--- src/rtl/calc_keypad_entry.sv ---
// Keypad front-end for the 4-bit calculator: scans a 4x4 matrix, debounces whole scans,
// and runs the operand/operator entry state machine that feeds the calculator core.
module calc_keypad_entry #(
  parameter int SCAN_DIV       = 1000,
  parameter int DEBOUNCE_SCANS = 4
) (
  input  logic       i_clk,
  input  logic       i_reset,
  input  logic [3:0] i_row,
  output logic [3:0] o_col,
  output logic [3:0] o_a,
  output logic [3:0] o_b,
  output logic [1:0] o_selOperator,
  output logic [1:0] o_state,
  output logic       o_keyValid,
  output logic [3:0] o_keyCode,
  output logic       o_valid,
  output logic       o_error
);

  localparam int CNT_W = $clog2(SCAN_DIV);
  localparam int DB_W  = $clog2(DEBOUNCE_SCANS + 1);
  localparam logic [CNT_W-1:0] CNT_LAST = CNT_W'(SCAN_DIV - 1);
  localparam logic [DB_W-1:0]  DB_FULL  = DB_W'(DEBOUNCE_SCANS);

  localparam logic [1:0] K_NONE  = 2'b00;
  localparam logic [1:0] K_KEY   = 2'b01;
  localparam logic [1:0] K_MULTI = 2'b10;

  typedef enum logic [1:0] {
    S_A    = 2'b00,
    S_B    = 2'b01,
    S_SHOW = 2'b10
  } state_t;

  function automatic logic [3:0] key_code(input logic [1:0] r, input logic [1:0] c);
    logic [3:0] k;
    case ({r, c})
      4'b0000: k = 4'h1;
      4'b0001: k = 4'h2;
      4'b0010: k = 4'h3;
      4'b0011: k = 4'hA;
      4'b0100: k = 4'h4;
      4'b0101: k = 4'h5;
      4'b0110: k = 4'h6;
      4'b0111: k = 4'hB;
      4'b1000: k = 4'h7;
      4'b1001: k = 4'h8;
      4'b1010: k = 4'h9;
      4'b1011: k = 4'hC;
      4'b1100: k = 4'hE;
      4'b1101: k = 4'h0;
      4'b1110: k = 4'hF;
      default: k = 4'hD;
    endcase
    return k;
  endfunction

  function automatic logic [1:0] sat_count(input logic [2:0] n);
    return (n > 3'd2) ? 2'd2 : n[1:0];
  endfunction

  logic [3:0]       row_p0, row_p1;
  logic [CNT_W-1:0] div_cnt;
  logic [1:0]       col_idx;
  logic [1:0]       acc_n;
  logic [3:0]       acc_code;
  logic [5:0]       cand_res, stable_res;
  logic [DB_W-1:0]  same_cnt, same_nx;

  logic       slot_end, scan_end, press;
  logic [3:0] row_low, slot_code, tot_code;
  logic [2:0] slot_n;
  logic [1:0] tot_n, res_kind;
  logic [5:0] scan_res;

  logic       key_valid;
  logic [3:0] key_code_r;

  state_t     state, state_nx;
  logic [3:0] a_r, b_r, a_nx, b_nx;
  logic [1:0] op_r, op_nx;
  logic       valid_r, error_r, valid_nx, error_nx;
  logic [7:0] acc_val;

  assign slot_end = (div_cnt == CNT_LAST);
  assign scan_end = slot_end && (col_idx == 2'd3);
  assign o_col    = ~(4'b0001 << col_idx);

  // Per-slot sample merged with the running scan, so the full scan result exists in its last cycle
  always_comb begin
    row_low   = ~row_p1;
    slot_n    = 3'(row_low[0]) + 3'(row_low[1]) + 3'(row_low[2]) + 3'(row_low[3]);
    slot_code = 4'h0;
    for (int r = 3; r >= 0; r--) begin
      if (row_low[r]) slot_code = key_code(2'(r), col_idx);
    end
    tot_n    = sat_count(3'(acc_n) + slot_n);
    tot_code = (acc_n == 2'd0) ? slot_code : acc_code;
    res_kind = (tot_n == 2'd0) ? K_NONE : ((tot_n == 2'd1) ? K_KEY : K_MULTI);
    scan_res = {res_kind, (tot_n == 2'd1) ? tot_code : 4'h0};
  end

  always_comb begin
    if (scan_res != cand_res)    same_nx = DB_W'(1);
    else if (same_cnt < DB_FULL) same_nx = same_cnt + DB_W'(1);
    else                         same_nx = same_cnt;
    press = scan_end && (same_nx == DB_FULL) &&
            (stable_res[5:4] == K_NONE) && (scan_res[5:4] == K_KEY);
  end

  // Stage p0/p1: row synchronizer; scan timing, accumulation and debounce
  always_ff @(posedge i_clk) begin
    if (i_reset) begin
      row_p0     <= 4'hF;
      row_p1     <= 4'hF;
      div_cnt    <= '0;
      col_idx    <= 2'd0;
      acc_n      <= 2'd0;
      acc_code   <= 4'h0;
      cand_res   <= {K_NONE, 4'h0};
      stable_res <= {K_NONE, 4'h0};
      same_cnt   <= '0;
      key_valid  <= 1'b0;
      key_code_r <= 4'h0;
    end else begin
      row_p0    <= i_row;
      row_p1    <= row_p0;
      key_valid <= press;
      if (press) key_code_r <= scan_res[3:0];
      if (slot_end) begin
        div_cnt <= '0;
        col_idx <= col_idx + 2'd1;
        if (scan_end) begin
          acc_n    <= 2'd0;
          acc_code <= 4'h0;
          cand_res <= scan_res;
          same_cnt <= same_nx;
          if (same_nx == DB_FULL) stable_res <= scan_res;
        end else begin
          acc_n    <= tot_n;
          acc_code <= tot_code;
        end
      end else begin
        div_cnt <= div_cnt + CNT_W'(1);
      end
    end
  end

  always_comb begin
    state_nx = state;
    a_nx     = a_r;
    b_nx     = b_r;
    op_nx    = op_r;
    valid_nx = 1'b0;
    error_nx = 1'b0;
    acc_val  = ((state == S_B) ? {4'b0, b_r} : {4'b0, a_r}) * 8'd10 + {4'b0, key_code_r};
    if (key_valid) begin
      if (key_code_r == 4'hE) begin
        a_nx     = 4'h0;
        b_nx     = 4'h0;
        op_nx    = 2'b00;
        state_nx = S_A;
      end else if (key_code_r == 4'hF) begin
        if (state == S_B) begin
          valid_nx = 1'b1;
          state_nx = S_SHOW;
        end
      end else if (key_code_r >= 4'hA) begin
        case (state)
          S_A: begin
            op_nx    = 2'(key_code_r - 4'hA);
            b_nx     = 4'h0;
            state_nx = S_B;
          end
          S_B:     op_nx = 2'(key_code_r - 4'hA);
          default: ;
        endcase
      end else begin
        case (state)
          S_SHOW: begin
            a_nx     = key_code_r;
            b_nx     = 4'h0;
            op_nx    = 2'b00;
            state_nx = S_A;
          end
          S_B: begin
            if (acc_val > 8'd15) error_nx = 1'b1;
            else                 b_nx     = acc_val[3:0];
          end
          default: begin
            if (acc_val > 8'd15) error_nx = 1'b1;
            else                 a_nx     = acc_val[3:0];
          end
        endcase
      end
    end
  end

  // Stage p2: entry state, operands and result strobes
  always_ff @(posedge i_clk) begin
    if (i_reset) begin
      state   <= S_A;
      a_r     <= 4'h0;
      b_r     <= 4'h0;
      op_r    <= 2'b00;
      valid_r <= 1'b0;
      error_r <= 1'b0;
    end else begin
      state   <= state_nx;
      a_r     <= a_nx;
      b_r     <= b_nx;
      op_r    <= op_nx;
      valid_r <= valid_nx;
      error_r <= error_nx;
    end
  end

  assign o_a           = a_r;
  assign o_b           = b_r;
  assign o_selOperator = op_r;
  assign o_state       = state;
  assign o_keyValid    = key_valid;
  assign o_keyCode     = key_code_r;
  assign o_valid       = valid_r;
  assign o_error       = error_r;

endmodule
--- config.mk ---
export PLATFORM = sky130hd
export DESIGN_NAME = calc_keypad_entry
export DESIGN_NICKNAME = d
export VERILOG_FILES = /design/src/rtl/calc_keypad_entry.sv
export SDC_FILE = /design/constraint.sdc
export NUM_CORES = 1
export LEC_CHECK = 0
export ABC_AREA = 1
export BUFFER_PORTS_ARGS = -buffer_cell sky130_fd_sc_hd__buf_4
export CORE_MARGIN = 4
export CORE_UTILIZATION = 50
export DETAILED_ROUTE_END_ITERATION = 10
export PLACE_DENSITY_LB_ADDON = 0.12
export SLEW_MARGIN = 20
export SYNTH_ARGS = -nofsm -noshare
export SYNTH_HDL_FRONTEND = slang
export SYNTH_SLANG_ARGS = --single-unit
--- constraint.sdc ---
create_clock -name i_clk -period 4.2 [get_ports i_clk]
set_input_delay 0.42 -clock i_clk [delete_from_list [all_inputs] [get_ports i_clk]]
set_output_delay 0.42 -clock i_clk [all_outputs]
set_load 0.05 [all_outputs]
# ---- Yosys cells after proc, flatten, opt, wreduce, memory -nomap -nowiden
# Cells that the tools add are included.
dict set report op_classes {
  mul 1
  n_bitwise 4
  n_lt_le_gt_ge 4
  shifts 1
  n_reduce_logical 22
  addsub 9
  muxes 40
  n_eq_ne 21
}
# cell count
set op_table {}
lappend op_table {{two-way mux 4 bit} 16}
lappend op_table {{case mux 4 bit (4 select lines)} 3}
lappend op_table {{two-way mux 2 bit} 14}
lappend op_table {{case mux 4 bit (2 select lines)} 2}
lappend op_table {{case mux 4 bit (3 select lines)} 1}
lappend op_table {{adder 10 x 1 -> 10 bit (second input constant)} 1}
lappend op_table {{equality test 10 bit (second input constant)} 1}
lappend op_table {{logical NOT 2 bit} 5}
lappend op_table {{AND reduction 5 bit} 2}
lappend op_table {{adder 8 x 4 -> 8 bit} 1}
lappend op_table {{equality test 2 x 1 -> 1 bit (second input constant)} 4}
lappend op_table {{equality test 4 bit (second input constant)} 2}
lappend op_table {{> comparator 8 x 4 -> 1 bit (second input constant)} 1}
lappend op_table {{inverter 4 bit} 2}
lappend op_table {{AND reduction 4 bit} 2}
lappend op_table {{nonzero test 4 bit} 2}
lappend op_table {{multiplier 4 x 3 -> 7 bit (second input constant)} 1}
lappend op_table {{equality test 2 bit (second input constant)} 3}
lappend op_table {{two-way mux 3 bit} 2}
lappend op_table {{!= test 3 x 2 -> 1 bit (second input constant)} 2}
lappend op_table {{!= test 3 bit (second input constant)} 2}
lappend op_table {{!= test 6 bit} 1}
lappend op_table {{OR reduction 6 bit} 1}
lappend op_table {{greater-or-equal comparator 4 bit (second input constant)} 1}
lappend op_table {{23 further kinds} 30}
dict set report totals {
  out_inout_bits 23
  inputBits 6
  wordCells 119
  register_bits 60
}

# ---- Depth between registers and ports, before layout
# Gate-level depths: netlist of the first run.
dict set report depth {
  word_depth 16
  depth_mapped 20
}

# ---- Worst setup path after synthesis of the first run
# No wires, ideal clock.
dict set report synth_path {
  kind {register to register}
  startpoint {register state[1] (netlist: o_state[1])}
  endpoint {register a_r[3] (netlist: o_a[3])}
  arrival_ns 3.296
  stages_incl_launch_ff 20
  period_less_slack_ns 3.410
  setup_time_ns 0.114
  path_buffers 1
  slack_ns 0.790
  t_required_ns 4.086
  cell_sequence {dfxtp_1 > inv_1 > nand2_1 > buf_1 > inv_1 > nand2_1 > nand2_1 > ha_1 > ha_1 > fa_1 > inv_1 > a21oi_1 > a221oi_1 > nand3_1 > nand3_1 > nand2_1 > inv_1 > nand2_1 > nand2_1 > nor2_1}
}
dict set report synth_via {
  elab_chain_len 9
  elab_cells_between_ends 14
  cone_classes {1 x add/sub; 1 x mul; 1 x order compare; 4 x eq/ne; 6 x mux; 1 x reduce/logical}
}
# element line
set synth_lines {}
lappend synth_lines {{from (decl)} 80} ;# state_t state, state_nx;
lappend synth_lines {{from (signal assigned)} 210} ;# state <= state_nx;
lappend synth_lines {{parallel branches: the longest is 9 deep, another holds adder 8 x 4 -> 8 bit} n/a}
lappend synth_lines {{to (signal assigned)} 211} ;# a_r <= a_nx;
lappend synth_lines {{to (decl)} 81} ;# logic [3:0] a_r, b_r, a_nx, b_nx;
# Several ways; the timed one is not identified. The select of a mux whose other input is x is not followed.
# A chain may end at the register's enable or synchronous reset.

# ---- Worst setup path in the final report of the first run
dict set report layout_path {
  startpoint {register acc_n[0]}
  endpoint {register stable_res[5]}
}
dict set report layout_via {
  elab_chain_len 10
  elab_cells_between_ends 14
  cone_classes {1 x add/sub; 1 x order compare; 3 x eq/ne; 6 x mux; 3 x reduce/logical}
}
# element line
set layout_lines {}
lappend layout_lines {{from (decl)} 66} ;# logic [1:0] acc_n;
lappend layout_lines {{from (signal assigned)} 141} ;# acc_n <= tot_n;
lappend layout_lines {{adder 2 x 3 -> 3 bit} 98} ;# tot_n = sat_count(3'(acc_n) + slot_n);
lappend layout_lines {{> comparator 3 x 2 -> 1 bit} 60} ;# return (n > 3'd2) ? 2'd2 : n[1:0];
lappend layout_lines {{two-way mux 2 bit} 60}
lappend layout_lines {{equality test 2 x 1 -> 1 bit} {100, 101}}
lappend layout_lines {{two-way mux 2 bit (2 in a row)} 100} ;# res_kind = (tot_n == 2'd0) ? K_NONE : ((tot_n == 2'd1) ? K_KEY : K_MULTI);
lappend layout_lines {{!= test 6 bit} 105} ;# if (scan_res != cand_res) same_nx = DB_W'(1);
lappend layout_lines {{two-way mux 3 bit} 105}
lappend layout_lines {{equality test 3 bit} 139} ;# if (same_nx == DB_FULL) stable_res <= scan_res;
lappend layout_lines {{AND reduction 3 bit (no line)} n/a}
lappend layout_lines {{to (signal assigned)} 122} ;# stable_res <= {K_NONE, 4'h0};
lappend layout_lines {{to (signal assigned)} 139}
lappend layout_lines {{to (decl)} 68} ;# logic [5:0] cand_res, stable_res;
# Several ways; a longest one is shown, not always the timed one.

==> results of run 1 <==
[flip-flops by register name, indices dropped and copies added, names as in the netlist, 3 cells and up]
name and count:
same_cnt 3, div_cnt 10, o_a 4, cand_res 6, o_b 4, row_p0 4
acc_code 4, o_keyCode 4, row_p1 4
[per-stage QoR]
stage | setup slack (ns) | power (mW) | std cells | cell area, um2 | hold slack [ns]
2_1_floorplan | 0.790 | 0.616 | 430 | 3110 | 0.389
4_1_cts | 0.707 | 0.947 | 535 | 3490 | 0.280
3_3_place_gp | 0.796 | 0.630 | 528 | 3390 | 0.391
3_5_place_dp | 0.738 | 0.632 | 528 | 3390 | 0.396
6_report | 0.737 | 0.934 | 535 | 3490 | 0.292
5_1_grt | 0.387 | 0.975 | 535 | 3490 | 0.281
[power groups by stage]
| stage | registers, mW | clock network (mW) | logic, mW |
|---|---|---|---|
| floorplan | 0.552 | 0 | 0.0644 |
| global placement | 0.553 | 0 | 0.0778 |
| detailed placement | 0.553 | 0 | 0.0786 |
| CTS | 0.541 | 0.327 | 0.0789 |
| global route | 0.541 | 0.344 | 0.0902 |
| finish | 0.541 | 0.315 | 0.0782 |
[path summary, 6_finish.rpt]
kind | from | endpoint | slack (ns) | cells after the start
setup / recovery | acc_n[0] | stable_res[5] | 0.74 | 19
hold / removal | i_row[2] | row_p0[2] | 0.29 | 2
setup reg to reg | acc_n[0] | stable_res[5] | 0.74 | 19
hold reg to reg | row_p0[2] | row_p1[2] | 0.42 | 1
[area by class of cell]
cell class                 instances  area, um2  share of cell area (%)
timing repair buffer              29        218                    6.24
multi-input combinational        295       1690                    48.3
tap                               75       93.8                    2.69
inverter                          73        277                    7.92
clock buffer                       7       96.3                    2.76
sequential                        56       1120                    32.1
[cell usage in the layout, fill, tap and decap left out, types with 8 or more instances in the layout]
master,count
sky130_fd_sc_hd__a21oi_1,30
sky130_fd_sc_hd__buf_4,29
sky130_fd_sc_hd__dfxtp_1,56
sky130_fd_sc_hd__ha_1,13
sky130_fd_sc_hd__inv_1,64
sky130_fd_sc_hd__nand2_1,77
sky130_fd_sc_hd__nand3_1,15
sky130_fd_sc_hd__nor2_1,53
sky130_fd_sc_hd__nor3_1,8
sky130_fd_sc_hd__o21ai_0,29
sky130_fd_sc_hd__or2_2,10
[kinds of logic after synthesis]
| group | count (synthesis) | share of synthesized area [%] |
|---|---|---|
| xor gates and xnor gates | 4 | 1.13 |
| and+or+nand+nor | 198 | 31.4 |
| AOI/OAI and AO/OA | 75 | 13.2 |
| DFF | 56 | 36.0 |
| buffers and inverters | 79 | 9.85 |
| adders and majority gates | 18 | 8.44 |
[layer usage]
layer	vias to the layer above	wire length [um]
li1	1443	-
met1	1246	3100
met2	45	2960
met3	10	212
met4	0	87
met5	-	0
==> reports/qor.yml, run 1 <==
logic_synthesis:
  post_synth_inst_count: 430
  synth_sequential_area_ratio_pct: 36.0
  syn_area_um2: 3110
  number_of_enable_type_register_cells_in_the_synthesized_netlist: 0
  synth_async_sr_flop_share_pct: 0
  yosysTopAreaCellShare_pct: 36.0
  synth-seq-cells: 56
  synth_nets: 454
  yosysTopAreaCell: "sky130_fd_sc_hd__dfxtp_1"
  yosysWarningCount: 0
  synth_ff_type: "sky130_fd_sc_hd__dfxtp_1"
  synth_area_leaders: "sky130_fd_sc_hd__dfxtp_1 36%, sky130_fd_sc_hd__nand2_1 9.3%, sky130_fd_sc_hd__inv_1 7.7%, sky130_fd_sc_hd__nor2_1 6.4%, sky130_fd_sc_hd__ha_1 5.2%"
  synth.distinct_cells: 43
  yosysMostFrequentCell: "sky130_fd_sc_hd__nand2_1"
  yosys-top-cells-count: "77 x sky130_fd_sc_hd__nand2_1, 64 x sky130_fd_sc_hd__inv_1, 56 x sky130_fd_sc_hd__dfxtp_1"
  avgSynthCellArea_um2: 7.24
route:
  drt_pass1_iterations: 4
  post_drt_via_cell_ratio: 5.13
  ant_nets: 0
  wl_um: 6360
  vias: 2744
  detailedRoute.firstIterationViolations: 123
  route.detailed.drc: 0
  routedWlPerCell_um: 11.9
setup_path:
  critical_path_max_stage_delay_ns: 0.51
  cp_cell_sequence: "inv_1 > fa_1 > inv_1 > fa_1 > fa_1 > nor2_4 > nand2_4 > clkinv_2 > nor2_1 > nor3_1 > nand2_1 > inv_1 > nand2_2 > nor2_4 > nand4_2 > nor2_4 > inv_1 > o21ai_1 > nor2_1"
  count_of_buffering_cells_on_the_critical_path_with_inverters_included: 5
  timing.critical_path.max_delay_family: "adder cells"
  timing.critical_path.slowest_stage_cell: "sky130_fd_sc_hd__fa_1"
  worstPathRequired_ns: 4.41
  path_max_fanout: 15
  wp_data_arrival_ns: 3.67
  start_kind: "register"
  end_kind: "register"
  path_common_cell: "sky130_fd_sc_hd__inv_1"
  path_class: "register to register"
placed_design:
  hpwlAfterDp_um: 5010
  gp_congestion: 0.865
  port_buffers: 28
timing:
  worst_clock_skew_ns: 0.00589
  max_freq_ghz: 0.289
  tightestPinTransition_ns: 0.533
  finalSetupViolCount: 0
  slew_violations: 0
  setup_tns_ns: 0
  slew_headroom_pct: 64.1
  grt_setup_unrepaired: "no"
  timing.final.crit_period_ns: 3.46
  timing.final.hold_violations: 0
  period_share_pct: 82.5
clock_network:
  clock_buffers_created_by_tritoncts: 5
  cts.reportedPaths.clkPinSlew_ns: 0.09
  clock-root-buffer: "sky130_fd_sc_hd__clkbuf_8"
  cts-hold-fix-buffers: 0
  tritoncts: "built"
  clk_latency_ns: 0.31
  clockBufferDepth: 2
  cts.htree.levels: 2
  buffer_count_from_post_cts_setup_fixing: 0
  post_cts_resize_count: 0
  clock_sinks: 56
global_routing:
  initial_antenna_violation_count: 0
  use_met2_pct: 29.5
  grt-busiest-layer: "met2"
  use_met3_pct: 3.12
  grt.overflow.total: 0
  groute.usage.overall_pct: 18.5
  global_route_wire_length_before_repair_um: 11400
  number_of_global_route_vias_before_repair: 2593
  met1_track_usage_gr_pct: 25.7
  grt_start_max_net_pins: 19
power_and_ir_drop:
  sw_frac_of_total_pct: 23.9
  internal_power_mw: 0.711
  combinationalPowerShare_pct: 8.4
  clock_power_share_pct: 33.8
  p_sw_mw: 0.223
  power.density_cell_area_nw_per_um2: 268
  sequentialPowerShare_pct: 57.9
  worst_ir_drop_vdd_mv: 0.166
  leakage_power_of_the_design_nw: 1.58
cells_and_area:
  design.final.nets: 484
  layout_fillers: 590
  fin_util_pct: 58.3
  final_layout_size_suffix_gt1_share_pct: 16.3
  n_antenna_cell: 0
  area.growth.synth_to_final_pct: 12.1
worst_hold_path:
  hold_path.class: "input pin to register"
die:
  die_width_um: 86.9
  number_of_ports_placed_on_the_die_boundary: 29
  die_h_um: 86.9
  rows: 28
  core-area_um2: 5990
  die_area_um2: 7550
  initial_core_util_pct: 52.0
flow_run:
  timing.max_cap.violations: 0
outcome:
  run_status: "complete, no violations"
Note: power is estimated with default switching activity, not from simulation.
==> inputs of run 2 (changes only) <==
clock period = 3.03 ns   (was 4.2 ns; I/O delays follow)
==> run 2 against run 1 <==
  * The flow now finishes with violations (negative setup slack)
  * Routed wire length rose by 8.3%
  * Register-to-register slack got worse by 1.0 ns
  * Largest power group unchanged
  * Clock power rose by 66%
  * Highest routed layer unchanged
  * Total power rose by 53%
  * Fmax rose by 4.7%
==> reports/qor.yml, run 2 (same netlist as run 1, synthesis figures left out) <==
clock_network:
  clock_sinks: 56
  clk_latency_ns: 0.31
  cts.reportedPaths.clkPinSlew_ns: 0.09
  clockBufferDepth: 2
  tritoncts: "built"
  clock_buffers_created_by_tritoncts: 5
  clock-root-buffer: "sky130_fd_sc_hd__clkbuf_8"
  cts-hold-fix-buffers: 0
  cts.htree.levels: 2
global_routing:
  groute.usage.overall_pct: 19.1
  grt.overflow.total: 0
  number_of_global_route_vias_before_repair: 2620
  grt_start_max_net_pins: 21
  initial_antenna_violation_count: 0
  global_route_wire_length_before_repair_um: 11600
timing:
  period_share_pct: 109
  max_freq_ghz: 0.302
  tightestPinTransition_ns: 0.546
  final.setup.worst_slack_ns: -0.278
  finalSetupViolCount: 10
  timing.final.crit_period_ns: 3.31
  hold-worst-slack_ns: 0.171
  timing.final.hold_violations: 0
  slew_headroom_pct: 63.5
  grt_setup_unrepaired: "yes"
  worst_clock_skew_ns: 0.00889
  slew_violations: 0
cells_and_area:
  layout_common_cells: "71 x sky130_fd_sc_hd__nand2_1, 60 x sky130_fd_sc_hd__inv_1, 52 x sky130_fd_sc_hd__nor2_1, 52 x sky130_fd_sc_hd__dfxtp_1, 50 x sky130_fd_sc_hd__buf_4"
  max_ffs_per_register: 10
  register_with_the_most_flip_flops: "div_cnt"
  mostFrequentLayoutCell: "sky130_fd_sc_hd__nand2_1"
  final_layout_size_suffix_gt1_share_pct: 24.2
  reg.largest.list: "div_cnt x10, cand_res x6"
  design.final.nets: 507
  post-route-cell-area_um2: 3790
  area.growth.synth_to_final_pct: 21.7
  sequential_cell_area_um2: 1130
  multi_input_area_um2: 1750
  layout_fillers: 561
  n_antenna_cell: 0
route:
  ant_nets: 0
  post_drt_via_cell_ratio: 5.10
  wl_um: 6890
  detailedRoute.firstIterationViolations: 242
  vias: 2852
  routedWlPerCell_um: 12.3
  route.detailed.drc: 0
  drt_pass1_iterations: 4
die:
  core-area_um2: 5990
  die_area_um2: 7550
  die_width_um: 86.9
  number_of_ports_placed_on_the_die_boundary: 29
  die_h_um: 86.9
  initial_core_util_pct: 52.0
  rows: 28
placed_design:
  dpl_cell_area_um2: 3580
  hpwlAfterDp_um: 5370
  port_buffers: 28
  gp_congestion: 0.865
setup_path:
  start_kind: "register"
  path_class: "register to register"
  wp_data_arrival_ns: 3.52
  path_max_fanout: 6
  end_kind: "register"
  worstPathRequired_ns: 3.25
flow_run:
  timing.max_cap.violations: 0
outcome:
  failed_checks: "negative setup slack"
  run_status: "finished, violations left"
power_and_ir_drop:
  fin_total_pwr_mw: 1.43
  leakage_power_of_the_design_nw: 1.69
  power.density_cell_area_nw_per_um2: 377
  worst_ir_drop_vdd_mv: 0.210
worst_hold_path:
  hold_path.class: "input pin to register"
==> run 2: changes by cell type in the layout (fill, tap and decap cells not counted), moves of 3 or more <==
cell                      delta
sky130_fd_sc_hd__buf_4      +21
sky130_fd_sc_hd__dfxtp_1     -4
sky130_fd_sc_hd__dfxtp_2     +3
sky130_fd_sc_hd__inv_1       -4
sky130_fd_sc_hd__inv_2       +4
sky130_fd_sc_hd__nand2_1     -6
sky130_fd_sc_hd__nand2_2     +5
sky130_fd_sc_hd__o21ai_0     -3
==> run 2: path summary, 6_finish.rpt <==
check / depth (start not counted) / start / endpoint / slack [ns]
hold reg to reg: 1 / row_p0[3] / row_p1[3] / 0.42
setup / recovery: 18 / row_p1[0] / o_keyCode[2] / -0.28
setup reg to reg: 18 / row_p1[0] / o_keyCode[2] / -0.28
hold / removal: 2 / i_row[2] / row_p0[2] / 0.17
==> run 2: layer usage <==
layer	vias up	global-route usage (%)	wire [um]
li1	1492	-	-
met4	0	5.67	120
met3	12	3.41	315
met5	-	0	0
met1	1296	25.6	3270
met2	52	31.3	3180
==> run 2: worst max-delay path, cell delays in order, from the launching register on <==
cell                       delay (ns)
sky130_fd_sc_hd__dfxtp_2         0.34
sky130_fd_sc_hd__fa_1            0.52
sky130_fd_sc_hd__inv_1           0.05
sky130_fd_sc_hd__fa_2            0.33
sky130_fd_sc_hd__fa_1            0.48
sky130_fd_sc_hd__nor2_4          0.19
sky130_fd_sc_hd__nand2_4         0.08
sky130_fd_sc_hd__clkinv_4        0.09
sky130_fd_sc_hd__buf_12          0.11
sky130_fd_sc_hd__nand2_1         0.07
sky130_fd_sc_hd__nand2_2         0.08
sky130_fd_sc_hd__nand3_4         0.08
sky130_fd_sc_hd__nor2_4          0.16
sky130_fd_sc_hd__nand4_4         0.10
sky130_fd_sc_hd__nor2_4          0.22
sky130_fd_sc_hd__buf_6           0.13
sky130_fd_sc_hd__nand4_1         0.06
sky130_fd_sc_hd__nand2_1         0.07
sky130_fd_sc_hd__nor2_1          0.04
==> run 2: area by class of cell <==
type	count	share of cell area, %
Clock buffer	7	2.54
Clock inverter	1	0.792
Inverter	73	7.40
Multi-Input combinational cell	295	46.3
Sequential cell	56	29.8
Tap cell	75	2.48
Timing Repair Buffer	52	10.7
==> run 2: repair_timing <==
action / CTS / global route
pin swaps: 2 / 16
buffers inserted: 2 / 1
endpoints found under the setup margin: 18 / 18
hold endpoints to repair: 0 / 0
gates resized for setup: 2 / 19
==> run 2: power by group <==
part	internal, mW	total (mW)	switching (mW)
Combinational	0.0678	0.158	0.0899
Sequential	0.743	0.748	0.00520
Clock	0.292	0.522	0.231
==> run 2: per-stage QoR <==
stage	util (%)	TNS, ns	worst slack, ns	instances
finish	63.3	-2.15	-0.278	559
global route	63.3	-4.46	-0.524	559
floorplan	-	-0.399	-0.100	430
global placement	59.8	-1.26	-0.179	548
detailed placement	59.8	-2.39	-0.267	548
CTS	62.2	-2.39	-0.303	558
==> inputs of run 3 (changes only) <==
SETUP_SLACK_MARGIN = 0.1   (was default)
==> run 3 against run 2 <==
  * Largest power group unchanged
  * Sequential cell count is the same
  * Non-clock buffer count increased by 4
  * Via count rose by 1.4%
  * Utilization grew 0.63 points
  * Critical path type unchanged
  * Critical endpoint is now o_keyCode[3]
  * The flow still finishes with violations (negative setup slack)
==> reports/qor.yml, run 3 (same netlist as run 1, synthesis figures left out) <==
die:
  die_h_um: 86.9
  core-area_um2: 5990
  number_of_ports_placed_on_the_die_boundary: 29
  rows: 28
  die_width_um: 86.9
  initial_core_util_pct: 52.0
  die_area_um2: 7550
clock_network:
  cts-hold-fix-buffers: 0
  clock-root-buffer: "sky130_fd_sc_hd__clkbuf_8"
  clock_sinks: 56
  clk_latency_ns: 0.30
  cts.htree.levels: 2
  cts.reportedPaths.clkPinSlew_ns: 0.10
  clockBufferDepth: 2
  tritoncts: "built"
  clock_buffers_created_by_tritoncts: 5
placed_design:
  placedCellCount: 549
  port_buffers: 28
  gp_congestion: 0.900
  hpwlAfterDp_um: 5370
cells_and_area:
  n_antenna_cell: 0
  multi_input_area_um2: 1800
  fin_util_pct: 63.9
  design.final.nets: 512
  max_ffs_per_register: 10
  final_layout_size_suffix_gt1_share_pct: 28.6
  register_with_the_most_flip_flops: "div_cnt"
  layout_fillers: 544
  mostFrequentLayoutCell: "sky130_fd_sc_hd__nand2_1"
  final_cell_count_without_fillers: 564
  area.growth.synth_to_final_pct: 23.0
  layout_common_cells: "69 x sky130_fd_sc_hd__nand2_1, 56 x sky130_fd_sc_hd__buf_4, 55 x sky130_fd_sc_hd__inv_1, 52 x sky130_fd_sc_hd__dfxtp_1, 49 x sky130_fd_sc_hd__nor2_1"
  reg.largest.list: "div_cnt x10, cand_res x6"
  sequential_cell_area_um2: 1130
timing:
  final.setup.worst_slack_ns: -0.273
  slew_headroom_pct: 67.5
  hold-worst-slack_ns: 0.181
  timing.final.crit_period_ns: 3.30
  timing.final.hold_violations: 0
  grt_setup_unrepaired: "yes"
  finalSetupViolCount: 10
  max_freq_ghz: 0.303
  period_share_pct: 109
  tightestPinTransition_ns: 0.486
  worst_clock_skew_ns: 0.0115
  slew_violations: 0
outcome:
  failed_checks: "negative setup slack"
  run_status: "finished, violations left"
worst_hold_path:
  hold_path.class: "input pin to register"
setup_path:
  worst_reg2reg_path_length_in_cells: 18
  cp_cell_sequence: "fa_1 > inv_2 > fa_2 > fa_1 > nor2_4 > nand2_4 > inv_8 > buf_4 > nand3_2 > nand2_1 > nand2_4 > nor2_4 > nand4_4 > nor2_4 > buf_4 > nand4_1 > nand2_1 > nor2_1"
  rr_startpoint: "row_p1[0]"
  path_common_cell: "sky130_fd_sc_hd__nor2_4"
  reg2reg_setup_slack_ns: -0.27
  timing.critical_path.slowest_stage_cell: "sky130_fd_sc_hd__fa_1"
  path_max_fanout: 6
  rr_endpoint: "o_keyCode[3]"
  wp_data_arrival_ns: 3.52
  worstPathRequired_ns: 3.24
  path_class: "register to register"
  timing.critical_path.max_delay_family: "adder cells"
  critical_path_max_stage_delay_ns: 0.54
  worstSetupPathDepth: 18
  endpoint: "o_keyCode[3]"
  start_kind: "register"
  end_kind: "register"
  count_of_buffering_cells_on_the_critical_path_with_inverters_included: 4
  setup.worst_path.start: "row_p1[0]"
route:
  ant_nets: 0
  post_drt_via_cell_ratio: 5.13
  routedWlPerCell_um: 12.3
  route.detailed.drc: 0
  wl_um: 6940
  detailedRoute.firstIterationViolations: 116
  drt_pass1_iterations: 5
  vias: 2892
power_and_ir_drop:
  fin_total_pwr_mw: 1.32
  worst_ir_drop_vdd_mv: 0.279
  leakage_power_of_the_design_nw: 1.70
  power.density_cell_area_nw_per_um2: 344
global_routing:
  initial_antenna_violation_count: 0
  number_of_global_route_vias_before_repair: 2617
  global_route_wire_length_before_repair_um: 11700
  grt_start_max_net_pins: 29
  grt.overflow.total: 0
  groute.usage.overall_pct: 19.2
flow_run:
  timing.max_cap.violations: 0
[run 3: changes by cell type in the layout (fill, tap and decap cells not counted), sizes merged]
cell    change
buf         +4
bufinv      -1
clkbuf      -1
clkinv      +1
inv         +2
[run 3: how the worst min path moves through the flow]
stage,start,endpoint,slack (ns),depth (start not counted)
after floorplan,row_p0[0],row_p1[0],0.39,1
after global placement,row_p0[1],row_p1[1],0.39,1
after detailed placement,row_p0[2],row_p1[2],0.39,1
after CTS,i_row[2],row_p0[2],0.17,2
after global routing,i_row[2],row_p0[2],0.16,2
final,i_row[2],row_p0[2],0.18,2
[run 3: area by class of cell]
| cell class | count | area share, % |
|---|---|---|
| multi-input combinational | 295 | 47.0 |
| sequential | 56 | 29.6 |
| timing repair buffer | 56 | 11.0 |
| inverter | 73 | 7.45 |
| tap | 75 | 2.45 |
| clock buffer | 6 | 2.16 |
| clock inverter | 2 | 0.262 |
| timing repair inverter | 1 | 0.163 |
[run 3: power breakdown]
part | total (mW) | internal, mW | switching, mW
Sequential | 0.747 | 0.742 | 0.00510
Clock | 0.417 | 0.183 | 0.234
Combinational | 0.153 | 0.0625 | 0.0910
Total | 1.32 | 0.988 | 0.330
[run 3: routing by layer]
metal | vias up | global-route usage, % | share of wire [%]
met3 | 4 | 3.69 | 3.9
met5 | - | 0 | 0
li1 | 1502 | - | -
met2 | 49 | 31.7 | 48
met1 | 1337 | 25.9 | 47
met4 | 0 | 3.97 | 0.65
[run 3: repair_timing]
item | 4_1_cts | 5_1_grt
buffers inserted | 2 | 4
gates cloned | 0 | 1
gates resized for setup | 10 | 28
endpoints found under the setup margin | 18 | 18
pin swaps | 8 | 9
[run 3: through the flow]
step                TNS, ns  cell area [um2]  worst slack [ns]
finish                -2.04             3830            -0.273
global route          -3.53             3830            -0.442
CTS                   -1.96             3710            -0.281
detailed placement    -2.59             3580            -0.275
global placement      -1.30             3580            -0.184
floorplan            -0.399             3150            -0.100
